## config.mk

```make
export PLATFORM = sky130hd
export DESIGN_NAME = mul_div_unit
export DESIGN_NICKNAME = d
export VERILOG_FILES = /design/src/rtl/mul_div_unit.sv
export SDC_FILE = /design/constraint.sdc
export NUM_CORES = 1
export LEC_CHECK = 0
export CAP_MARGIN = 20
export CORE_ASPECT_RATIO = 1.4
export CORE_MARGIN = 4
export CORE_UTILIZATION = 42
export CTS_BUF_LIST = sky130_fd_sc_hd__clkbuf_8 sky130_fd_sc_hd__clkbuf_16
export DETAILED_ROUTE_END_ITERATION = 8
export PLACE_DENSITY_LB_ADDON = 0.2
export SKIP_CTS_REPAIR_TIMING = 1
export SYNTH_ARGS = -nofsm -noshare
export SYNTH_HDL_FRONTEND = slang
export SYNTH_SLANG_ARGS = --single-unit
```

## constraint.sdc

```tcl
create_clock -name clk -period 4.3 [get_ports clk]
set_input_delay 0.86 -clock clk [delete_from_list [all_inputs] [get_ports clk]]
set_output_delay 0.86 -clock clk [all_outputs]
set_load 0.02 [all_outputs]
```

## src/rtl/mul_div_unit.sv

```systemverilog
// Iterative multiply/divide unit owning HI/LO: shift-add multiplier and restoring divider, WIDTH iterations per op.
// Define MULDIV_SIGNED_EN to build signed MULT/DIV; without it op 010/011 run as MULTU/DIVU.
//
// state | meaning
// IDLE  | waiting for start; MTHI/MTLO write HI/LO directly
// RUN   | one multiply/divide iteration per cycle, counter counts down to 1
// FIX   | sign fix-up, HI/LO commit, done pulse
module mul_div_unit #(
    parameter int WIDTH = 32
) (
    input  logic             clk,
    input  logic             rst_n,
    input  logic             start,
    input  logic [2:0]       op,
    input  logic [WIDTH-1:0] a,
    input  logic [WIDTH-1:0] b,
    input  logic             flush,
    output logic             busy,
    output logic             done,
    output logic             div_zero,
    output logic [WIDTH-1:0] hi,
    output logic [WIDTH-1:0] lo
);
    localparam int CW = $clog2(WIDTH + 1);

    typedef enum logic [1:0] {IDLE, RUN, FIX} state_t;

    state_t             state, state_nx;
    logic [CW-1:0]      cnt;
    logic [2*WIDTH-1:0] acc;
    logic [WIDTH-1:0]   opd;
    logic [WIDTH-1:0]   a_raw;
    logic               is_div;
    logic               dz;

    logic               accept;
    logic               move;
    logic [WIDTH-1:0]   a_mag, b_mag;
    logic [WIDTH:0]     mul_sum, div_trial, div_diff;
    logic [2*WIDTH-1:0] acc_step, prod_fix;
    logic [WIDTH-1:0]   quo_fix, rem_fix;
    logic [WIDTH-1:0]   hi_nx, lo_nx;

`ifdef MULDIV_SIGNED_EN
    logic a_neg, b_neg;
    logic neg_q, neg_r;
`endif

    assign accept = (state == IDLE) && start && !flush && !op[2];
    assign move   = (state == IDLE) && start && !flush && (op[2:1] == 2'b10);
    assign busy   = (state != IDLE);

`ifdef MULDIV_SIGNED_EN
    always_comb begin
        a_neg = op[1] & a[WIDTH-1];
        b_neg = op[1] & b[WIDTH-1];
        a_mag = a_neg ? -a : a;
        b_mag = b_neg ? -b : b;
    end
`else
    always_comb begin
        a_mag = a;
        b_mag = b;
    end
`endif

    always_comb begin
        state_nx = state;
        case (state)
            IDLE:    if (accept) state_nx = RUN;
            RUN: begin
                if (flush)                 state_nx = IDLE;
                else if (cnt == CW'(1))    state_nx = FIX;
            end
            FIX:     state_nx = IDLE;
            default: state_nx = IDLE;
        endcase
    end

    // acc holds {partial product, multiplier} for multiply and {remainder, dividend/quotient} for divide
    always_comb begin
        mul_sum   = {1'b0, acc[2*WIDTH-1:WIDTH]} + {1'b0, opd & {WIDTH{acc[0]}}};
        div_trial = {acc[2*WIDTH-1:WIDTH], acc[WIDTH-1]};
        div_diff  = div_trial - {1'b0, opd};
        if (!is_div)
            acc_step = {mul_sum, acc[WIDTH-1:1]};
        else if (div_trial >= {1'b0, opd})
            acc_step = {div_diff[WIDTH-1:0], acc[WIDTH-2:0], 1'b1};
        else
            acc_step = {div_trial[WIDTH-1:0], acc[WIDTH-2:0], 1'b0};
    end

    always_comb begin
`ifdef MULDIV_SIGNED_EN
        prod_fix = neg_q ? -acc : acc;
        quo_fix  = neg_q ? -acc[WIDTH-1:0] : acc[WIDTH-1:0];
        rem_fix  = neg_r ? -acc[2*WIDTH-1:WIDTH] : acc[2*WIDTH-1:WIDTH];
`else
        prod_fix = acc;
        quo_fix  = acc[WIDTH-1:0];
        rem_fix  = acc[2*WIDTH-1:WIDTH];
`endif
        hi_nx = prod_fix[2*WIDTH-1:WIDTH];
        lo_nx = prod_fix[WIDTH-1:0];
        if (is_div) begin
            hi_nx = dz ? a_raw : rem_fix;
            lo_nx = dz ? {WIDTH{1'b1}} : quo_fix;
        end
    end

    always_ff @(posedge clk or negedge rst_n) begin
        if (!rst_n) state <= IDLE;
        else        state <= state_nx;
    end

    always_ff @(posedge clk or negedge rst_n) begin
        if (!rst_n) begin
            cnt      <= '0;
            acc      <= '0;
            opd      <= '0;
            a_raw    <= '0;
            is_div   <= 1'b0;
            dz       <= 1'b0;
            done     <= 1'b0;
            div_zero <= 1'b0;
            hi       <= '0;
            lo       <= '0;
`ifdef MULDIV_SIGNED_EN
            neg_q    <= 1'b0;
            neg_r    <= 1'b0;
`endif
        end else begin
            done     <= 1'b0;
            div_zero <= 1'b0;
            if (move) begin
                if (op[0]) lo <= a;
                else       hi <= a;
            end
            if (accept) begin
                cnt    <= CW'(WIDTH);
                is_div <= op[0];
                dz     <= op[0] && (b == '0);
                a_raw  <= a;
                if (op[0]) begin
                    acc <= {{WIDTH{1'b0}}, a_mag};
                    opd <= b_mag;
                end else begin
                    acc <= {{WIDTH{1'b0}}, b_mag};
                    opd <= a_mag;
                end
`ifdef MULDIV_SIGNED_EN
                neg_q <= a_neg ^ b_neg;
                neg_r <= a_neg;
`endif
            end else if (state == RUN && !flush) begin
                acc <= acc_step;
                cnt <= cnt - CW'(1);
            end
            if (state == FIX && !flush) begin
                hi       <= hi_nx;
                lo       <= lo_nx;
                done     <= 1'b1;
                div_zero <= dz;
            end
        end
    end
endmodule

```

# [After elaboration in Yosys (flattened, before gate mapping)]
# Index checks and enable logic that the tools add are counted.
[totals] reg_bits=204 inputBits=71 out_inout_bits=67 word_cells=65
[classes] addsub=3 magnitude_cmp=1 n_eq_ne=7 muxes=24 bitwise_logic=1 n_reduce_logical=18
[op_table] operator="$mux 32" n=12
[op_table] operator="$mux 64" n=4
[op_table] operator="$add 32x32->33" n=1
[op_table] operator="$ge 33x32->1" n=1
[op_table] operator="$and 32x32->32" n=1
[op_table] operator="$logic_not 32->1" n=1
[op_table] operator="$sub 32x32->32" n=1
[op_table] operator="$mux 6" n=2
[op_table] operator="$reduce_bool 2->1" n=4
[op_table] operator="$logic_and 1x1->1" n=7
[op_table] operator="$eq 6x1->1 const B" n=1
[op_table] operator="$mux 2" n=3
[op_table] operator="$reduce_and 2->1" n=3
[op_table] operator="$sub 6x1->6 const B" n=1
[op_table] operator="$eq 2x2->1 const B" n=2
[op_table] operator="$pmux 2 s2" n=1
[op_table] operator="$ne 3x3->1 const B" n=1
[op_table] operator="$eq 2x1->1 const B" n=1
[op_table] operator="$logic_not 1->1" n=2
[op_table] operator="$logic_not 2->1" n=1
[op_table] operator="$mux 1" n=2
[op_table] operator="$ne 2x1->1 const B" n=1
[op_table] operator="$ne 2x2->1 const B" n=1

# [Depth between registers and ports, before layout]
# Gate-level depths: netlist (run 1).
[logic_depth] depth_word=6 mapped_depth=14 depth_no_buf=13

# [Least setup slack after synthesis (run 1)]
# OpenSTA, ideal clock, no wires.
[synth_timing] kind="register to register" start="register acc[0]" end="register acc[53]" setup_ns=0.122 arrival_ns=2.980 t_required_ns=4.178 slack_ns=1.198 stages_incl_launch_ff=15 path_buffers=1 period_less_slack_ns=3.102 cell_sequence="dfrtp_1 -> clkbuf_1 -> and2_1 -> ha_1 -> inv_1 -> fa_1 -> nor2b_1 -> o21ai_0 -> and4b_1 -> o31a_1 -> o211ai_1 -> a21boi_0 -> xor2_1 -> nand2_1 -> a32o_1"
[synth_between] elab_chain_cells=5
[synth_rtl] element="from (decl)" line="30" rtl="logic [2*WIDTH-1:0] acc;"
[synth_rtl] element="from (signal assigned)" line="145" rtl="acc <= {{WIDTH{1'b0}}, a_mag};"
[synth_rtl] element="from (signal assigned)" line="148" rtl="acc <= {{WIDTH{1'b0}}, b_mag};"
[synth_rtl] element="from (signal assigned)" line="156" rtl="acc <= acc_step;"
[synth_rtl] element="$and 32x32->32" line="82" rtl="mul_sum = {1'b0, acc[2*WIDTH-1:WIDTH]} + {1'b0, opd & {WIDTH{acc[0]}}};"
[synth_rtl] element="$add 32x32->33" line="82"
[synth_rtl] element="$mux 64" line="85" rtl="if (!is_div)"
[synth_rtl] element="$mux 64" line="155" rtl="end else if (state == RUN && !flush) begin"
[synth_rtl] element="$mux 64" line="139" rtl="if (accept) begin"
# Every way passes these cells. The select of a mux whose other input is x is not followed.
# A chain may end at the register's enable or synchronous reset.

# [Worst setup path after layout (run 1)]
[layout_timing] start="register acc[39]" end="register acc[37]"
[layout_between] elab_chain_cells=5
[layout_rtl] element="$ge 33x32->1" line="87" rtl="else if (div_trial >= {1'b0, opd})"
[layout_rtl] element="$mux 64" line="87"
[layout_rtl] element="$mux 64" line="85"
[layout_rtl] element="$mux 64" line="155"
[layout_rtl] element="$mux 64" line="139"
# Every way passes these cells. The select of a mux whose other input is x is not followed.

==> results.txt, run 1 <==
outcome = finished, final reports clean
H-tree levels = 1
TritonCTS Buffers = 22
commonest non-fill, non-tap cell in the layout = nand2_1
pins over their slew limit = 0
die width = 162 µm
multi-input logic area = 8250 µm²
ant diodes = 0
Die Ht = 224 µm
Final ANT Viol Nets = 0
CTS Root Cell = clkbuf_16
Critical Path AT = 4.21 ns
pwr/cell area = 673 nW/µm²
measured slew at the worst slew-check pin = 0.975 ns
CP max-delay cell = a211oi_1
WL/cell = 20.5 µm
# clock sinks = 204
logic gate share of total power = 52.8%
total number of vias = 13.0k
final hold vios = 0
slew margin rel. = 35.0%
Setup Crit Path Kind = flop to flop
Buffers on Ports = 137
Mapped Area = 14000 µm²
ratio of cells with drive above 1 in the final layout = 5.24%
critical path endpoint category = flop
cell count along the critical path = 11
sequential fraction of the synthesis area = 36.4%
first-pass GRT wire length = 73600 µm
Sw Pwr = 4.89 mW
RSZ-0062 raised after global routing = false
number of flops mapped to enable cells by yosys = 0
Yosys cell types = 69
# rows = 78
CP startpoint kind = flop
number of synthesis warnings = 0
Hold Path Class = primary input to async pin
register share of total power = 28.2%
Synth Flop Type = dfrtp_1
cell repeated most along the worst path = and3_1
internal power = 6.27 mW
area of the die = 36400 µm²
syn_nets = 1856
clk_skew = 0.00979 ns
hpwl dp = 33700 µm
delay-heaviest family, CP = compound AO/OA/AOI/OAI gates
initial antenna violation count = 0
Tot GR Track Use = 24.9%
clock-pin slew on the worst setup and hold paths = 0.07 ns
CP max stage delay = 0.66 ns
overflow left after global routing = 0
DRC Markers = 0
Fin Hold WS = 0.423 ns
fillers = 3103
Seq. cell area = 5110 µm²
# setup viols final = 0
crit path cell chain = ha_1, and3_1, and3_1, a211oi_1, nor3_1, o221a_2, a41oi_4, buf_12, mux2_2, a21oi_1, o21ai_0
largest net degree at the start of global routing = 97
FF+latch count, synth = 204
vias per cell = 5.77
Sw Ratio = 43.8%
Top Ports = 138
Peak supply drop = 0.000301 V
Tcrit/Tclk final = 88.7%
share of power burned in the clock network = 19.0%
Starting Density = 42.9%
core area = 32700 µm²
worst skew pair latency = 0.52 ns
Layout area overhead = 18.2%
drt first-iter violations = 986
worst-path fanout max = 25
Reg2Reg Depth = 11
Synth async-reset ratio = 100%
final RePlAce weighted congestion = 0.897
Leak = 7.51 nW
Buf/Inv on CP = 1
most frequent cells in the layout = 409 x nand2_1, 203 x dfrtp_1, 144 x a21oi_1
synthesized area per cell = 8.17 µm²
Fmax = 262 MHz
Req. time, crit path = 4.69 ns
routed wire length = 46100 µm
Mapped Cells = 1717
TritonCTS clock tree = built
Max Cap Viol = 0
CTS max path bufs = 3
post-layout min period = 3.82 ns
vias in the first global route = 13.1k
Final #Nets = 1936
1st-pass router iterations = 5
setup TNS = 0 ns
[per-stage QoR]
step | setup slack (ns) | cell area [µm²] | power [mW] | util, % | std cells
finish | 0.484 | 16600 | 11.2 | 50.7 | 2252
global route | 0.347 | 16600 | 11.9 | 50.7 | 2252
CTS | 0.536 | 16600 | 11.1 | 50.7 | 2252
detailed placement | 0.556 | 15800 | 8.96 | 48.3 | 2213
floorplan | 1.20 | 14000 | 7.18 | - | 1717
global placement | 0.635 | 15800 | 8.93 | 48.3 | 2213
[final cells by class]
type / instances / area share (%)
multi-input combinational: 1342 / 49.7
sequential: 204 / 30.8
timing repair buffer: 166 / 9.97
clock buffer: 30 / 4.05
tap: 440 / 3.32
inverter: 61 / 1.38
clock inverter: 9 / 0.785
[power groups by stage]
| stage | logic, mW | registers, mW | clock network [mW] |
|---|---|---|---|
| final | 5.89 | 3.15 | 2.12 |
| after global routing | 6.45 | 3.22 | 2.23 |
| after CTS | 5.85 | 3.13 | 2.16 |
| after detailed placement | 5.81 | 3.16 | 0 |
| after global placement | 5.79 | 3.14 | 0 |
| after floorplan | 4.02 | 3.16 | 0 |
[worst reg2reg max path, cell delays in order (launching register included)]
cell      delay, ns
dfrtp_1        0.44
ha_1           0.43
and3_1         0.24
and3_1         0.16
a211oi_1       0.66
nor3_1         0.16
o221a_2        0.34
a41oi_4        0.41
buf_12         0.24
mux2_2         0.38
a21oi_1        0.14
o21ai_0        0.09
[cells in the mapped netlist (all sizes together) (5+ instances only)]
| cell | instances | area (µm²) |
|---|---|---|
| o21ai | 127 | 636 |
| a21o | 27 | 203 |
| nor3 | 47 | 235 |
| o21bai | 6 | 45.0 |
| nand2 | 410 | 1540 |
| clkbuf | 89 | 334 |
| o221ai | 33 | 289 |
| a31oi | 41 | 257 |
| o31a | 5 | 43.8 |
| and3 | 10 | 67.6 |
| o31ai | 9 | 72.6 |
| nor2 | 50 | 188 |
| nor4 | 10 | 62.6 |
| ha | 66 | 826 |
| and2 | 39 | 244 |
| a32o | 7 | 70.1 |
| xnor2 | 40 | 350 |
| nand3 | 22 | 110 |
| o211ai | 10 | 75.1 |
| buf | 21 | 156 |
| or3 | 8 | 50.1 |
| nor2b | 8 | 50.1 |
| a21oi | 144 | 721 |
| dfrtp | 204 | 5100 |
| inv | 61 | 229 |
| mux2 | 8 | 90.1 |
| o21a | 6 | 45.0 |
| a221oi | 6 | 52.6 |
| xor2 | 16 | 140 |
| nand4 | 11 | 68.8 |
| mux2i | 105 | 1050 |
| a211oi | 15 | 113 |
[metal layers]
metal	GRT usage, %	share of wire, %	up-vias
met5	0	0	-
met2	42.2	48	378
met1	33.9	44	6296
met4	7.48	2.9	0
met3	2.33	4.3	75
li1	-	-	6242
[flip-flops by register name (all words and copies together), names as in the netlist]
register / flops
done: 1
state: 2
dz: 1
lo: 32
cnt: 6
a_raw: 32
div_zero: 1
acc: 64
opd: 32
is_div: 1
hi: 32
[cell families after synthesis]
kind of cell    after synthesis  share of synthesized area [%]
buf+inv                     171                           5.13
mux                         113                           8.13
flops                       204                           36.4
xor+xnor                     56                           3.50
compound gates              465                           20.7
fa+ha+maj                    68                           6.17
simple gates                640                           20.0
[final timing paths]
check / start / endpoint / slack (ns)
setup / recovery: acc[39] / acc[37] / 0.48
hold / removal: rst_n / lo[11] / 0.42
setup reg to reg: acc[39] / acc[37] / 0.48
hold reg to reg: a_raw[29] / a_raw[29] / 0.48
max in group asynchronous: rst_n / cnt[2] / 2.96
min in group clk: a_raw[29] / a_raw[29] / 0.48
Power figures use the tool's default switching activity.
==> run 2: changes to the inputs <==
HOLD_SLACK_MARGIN = 0.02   (was unset)
==> results of run 2 <==
Final layout, timing and power as in run 1 (identical DEF).
==> run 3: changes to the inputs <==
CELL_PAD_IN_SITES_DETAIL_PLACEMENT = 0   (was unset)
CELL_PAD_IN_SITES_GLOBAL_PLACEMENT = 1   (was unset)
SLEW_MARGIN = 15   (was unset)
==> run 3 against run 2 <==
Setup slack improved by 0.26 ns. Largest cell class unchanged. Die area is the same. Worst hold slack better by 0.0026 ns. Cell area decreased by 0.35%. Combinational power about the same. Sequential share of layout area is 0.11 points higher. First-iteration DRC count decreased by 11%.
==> results.txt, run 3 (synthesized netlist as in run 1, its figures left out) <==
crit path cell chain = ha_1, and3_1, a21boi_1, a211oi_1, buf_4, nor3_1, o221a_2, a41oi_4, buf_12, buf_4, and3_1, a221oi_1, o31ai_1
H-tree levels = 1 (unchanged)
CTS max path bufs = 3 (unchanged)
hpwl dp = 34400 µm (+2.1%)
R2R setup slack = 0.75 ns (+0.26 ns)
Final #Nets = 1935 (-0.052%)
Hold Path Class = primary input to async pin
final hold vios = 0 (unchanged)
Max Cap Viol = 0 (unchanged)
Final Util = 50.6% (-0.18 points)
vias per cell = 5.71 (-0.99%)
CP startpoint kind = flop
initial antenna violation count = 0 (unchanged)
Final ANT Viol Nets = 0 (unchanged)
worst-path fanout max = 30 (+20%)
outcome = finished, final reports clean
CP max-delay cell = dfrtp_1
Reg2Reg Depth = 13 (+2)
# clock sinks = 204 (unchanged)
Layout area overhead = 17.8%
CTS Root Cell = clkbuf_16
Fmax = 281 MHz (+7.4%)
core area = 32700 µm² (unchanged)
final cell count without fillers = 2252 (unchanged)
area of the die = 36400 µm² (unchanged)
1st-pass router iterations = 5 (unchanged)
final RePlAce weighted congestion = 0.904 (+0.81%)
ant diodes = 0 (unchanged)
clk_skew = 0.00902 ns (-0.000771 ns)
Req. time, crit path = 4.69 ns (about the same)
Leak = 7.49 nW (-0.27%)
# setup viols final = 0 (unchanged)
WL/cell = 21.0 µm (+2.8%)
Buffers on Ports = 137 (unchanged)
Die Ht = 224 µm (unchanged)
TritonCTS clock tree = built
measured slew at the worst slew-check pin = 0.891 ns (-0.0837 ns)
pwr/cell area = 670 nW/µm² (-0.44%)
Fin Hold WS = 0.425 ns (+0.00259 ns)
Peak supply drop = 0.000349 V (+16%)
first-pass GRT wire length = 75200 µm (+2.2%)
Post-DP Area = 15800 µm² (-0.13%)
max FFs per register = 64 (unchanged)
Largest Register = acc
most frequent cells in the layout = 409 x nand2_1, 203 x dfrtp_1, 144 x a21oi_1
post-layout instance area = 16500 µm² (-0.35%)
total power = 11.1 mW (-0.79%)
post-layout min period = 3.55 ns (-0.262 ns)
Setup WS pre-CTS = 0.801 ns (+0.246 ns)
total number of vias = 12.9k (-0.99%)
largest net degree at the start of global routing = 106 (+9.3%)
TritonCTS Buffers = 22 (unchanged)
Tot GR Track Use = 25.7% (+0.81 points)
vias in the first global route = 13.1k (-0.21%)
Tcrit/Tclk final = 82.7% (-6.1 points)
commonest non-fill, non-tap cell in the layout = nand2_1
Starting Density = 42.9% (unchanged)
die width = 162 µm (unchanged)
setup TNS = 0 ns (unchanged)
clock-pin slew on the worst setup and hold paths = 0.06 ns (about the same)
pins over their slew limit = 0 (unchanged)
overflow left after global routing = 0 (unchanged)
Placed Instances = 2212 (-0.045%)
Setup Crit Path Kind = flop to flop
CP max stage delay = 0.42 ns (-0.24 ns)
Critical Path AT = 3.94 ns (-0.27 ns)
RSZ-0062 raised after global routing = false
drt first-iter violations = 880 (-11%)
critical path endpoint category = flop
slew margin rel. = 40.6% (+5.6 points)
Top Ports = 138 (unchanged)
routed wire length = 47400 µm (+2.8%)
worst skew pair latency = 0.52 ns (about the same)
# rows = 78 (unchanged)
ratio of cells with drive above 1 in the final layout = 5.02% (-0.22 points)
DRC Markers = 0 (unchanged)
slack of the critical path = 0.746 ns (+0.262 ns)
-- run 3: cell count changes in the layout (fill, tap and decap cells not counted) --
cell	before	now
inv_1	61	65
buf_12	5	4
bufinv_16	3	2
clkbuf_8	8	7
clkinv_4	1	0
clkinvlp_4	1	2
inv_6	1	0
-- run 3: final cells by class --
cell class,instances,area (µm²)
Fill cell,3211,16200
Sequential cell,204,5110
Timing Repair Buffer,165,1630
Clock buffer,29,658
Multi-Input combinational cell,1342,8250
Tap cell,440,551
Inverter,61,229
Clock inverter,11,105
-- run 3: critical path: cells and delay by family, from the launching register on --
kind,cells,cell delay (ns)
flops,1,0.42
fa+ha+maj,1,0.41
compound gates,6,1.31
simple gates,3,0.70
buf+inv,3,0.59
-- run 3: where the power goes --
group,leakage (nW),internal [mW],switching [mW],total [mW]
Clock,0.388,1.19,0.810,2.00
Combinational,4.51,2.49,3.41,5.90
Sequential,2.60,2.51,0.667,3.17
Total,7.49,6.19,4.89,11.1
-- run 3: path summary, 6_finish.rpt --
kind	from	endpoint
max	acc[36]	acc[55]
min	rst_n	lo[8]
max reg2reg	acc[36]	acc[55]
min reg2reg	a_raw[5]	a_raw[5]
max in group asynchronous	rst_n	cnt[1]
min in group clk	a_raw[5]	a_raw[5]
-- run 3: routing by layer --
| metal | routed length (µm) | share of wire (%) | GRT usage (%) | vias to the layer above |
|---|---|---|---|---|
| met5 | 0 | 0 | 0 | - |
| met4 | 1320 | 2.8 | 7.26 | 0 |
| met3 | 1920 | 4.1 | 2.44 | 67 |
| met2 | 22300 | 47 | 41.9 | 319 |
| met1 | 21900 | 46 | 36.6 | 6247 |
| li1 | - | - | - | 6229 |
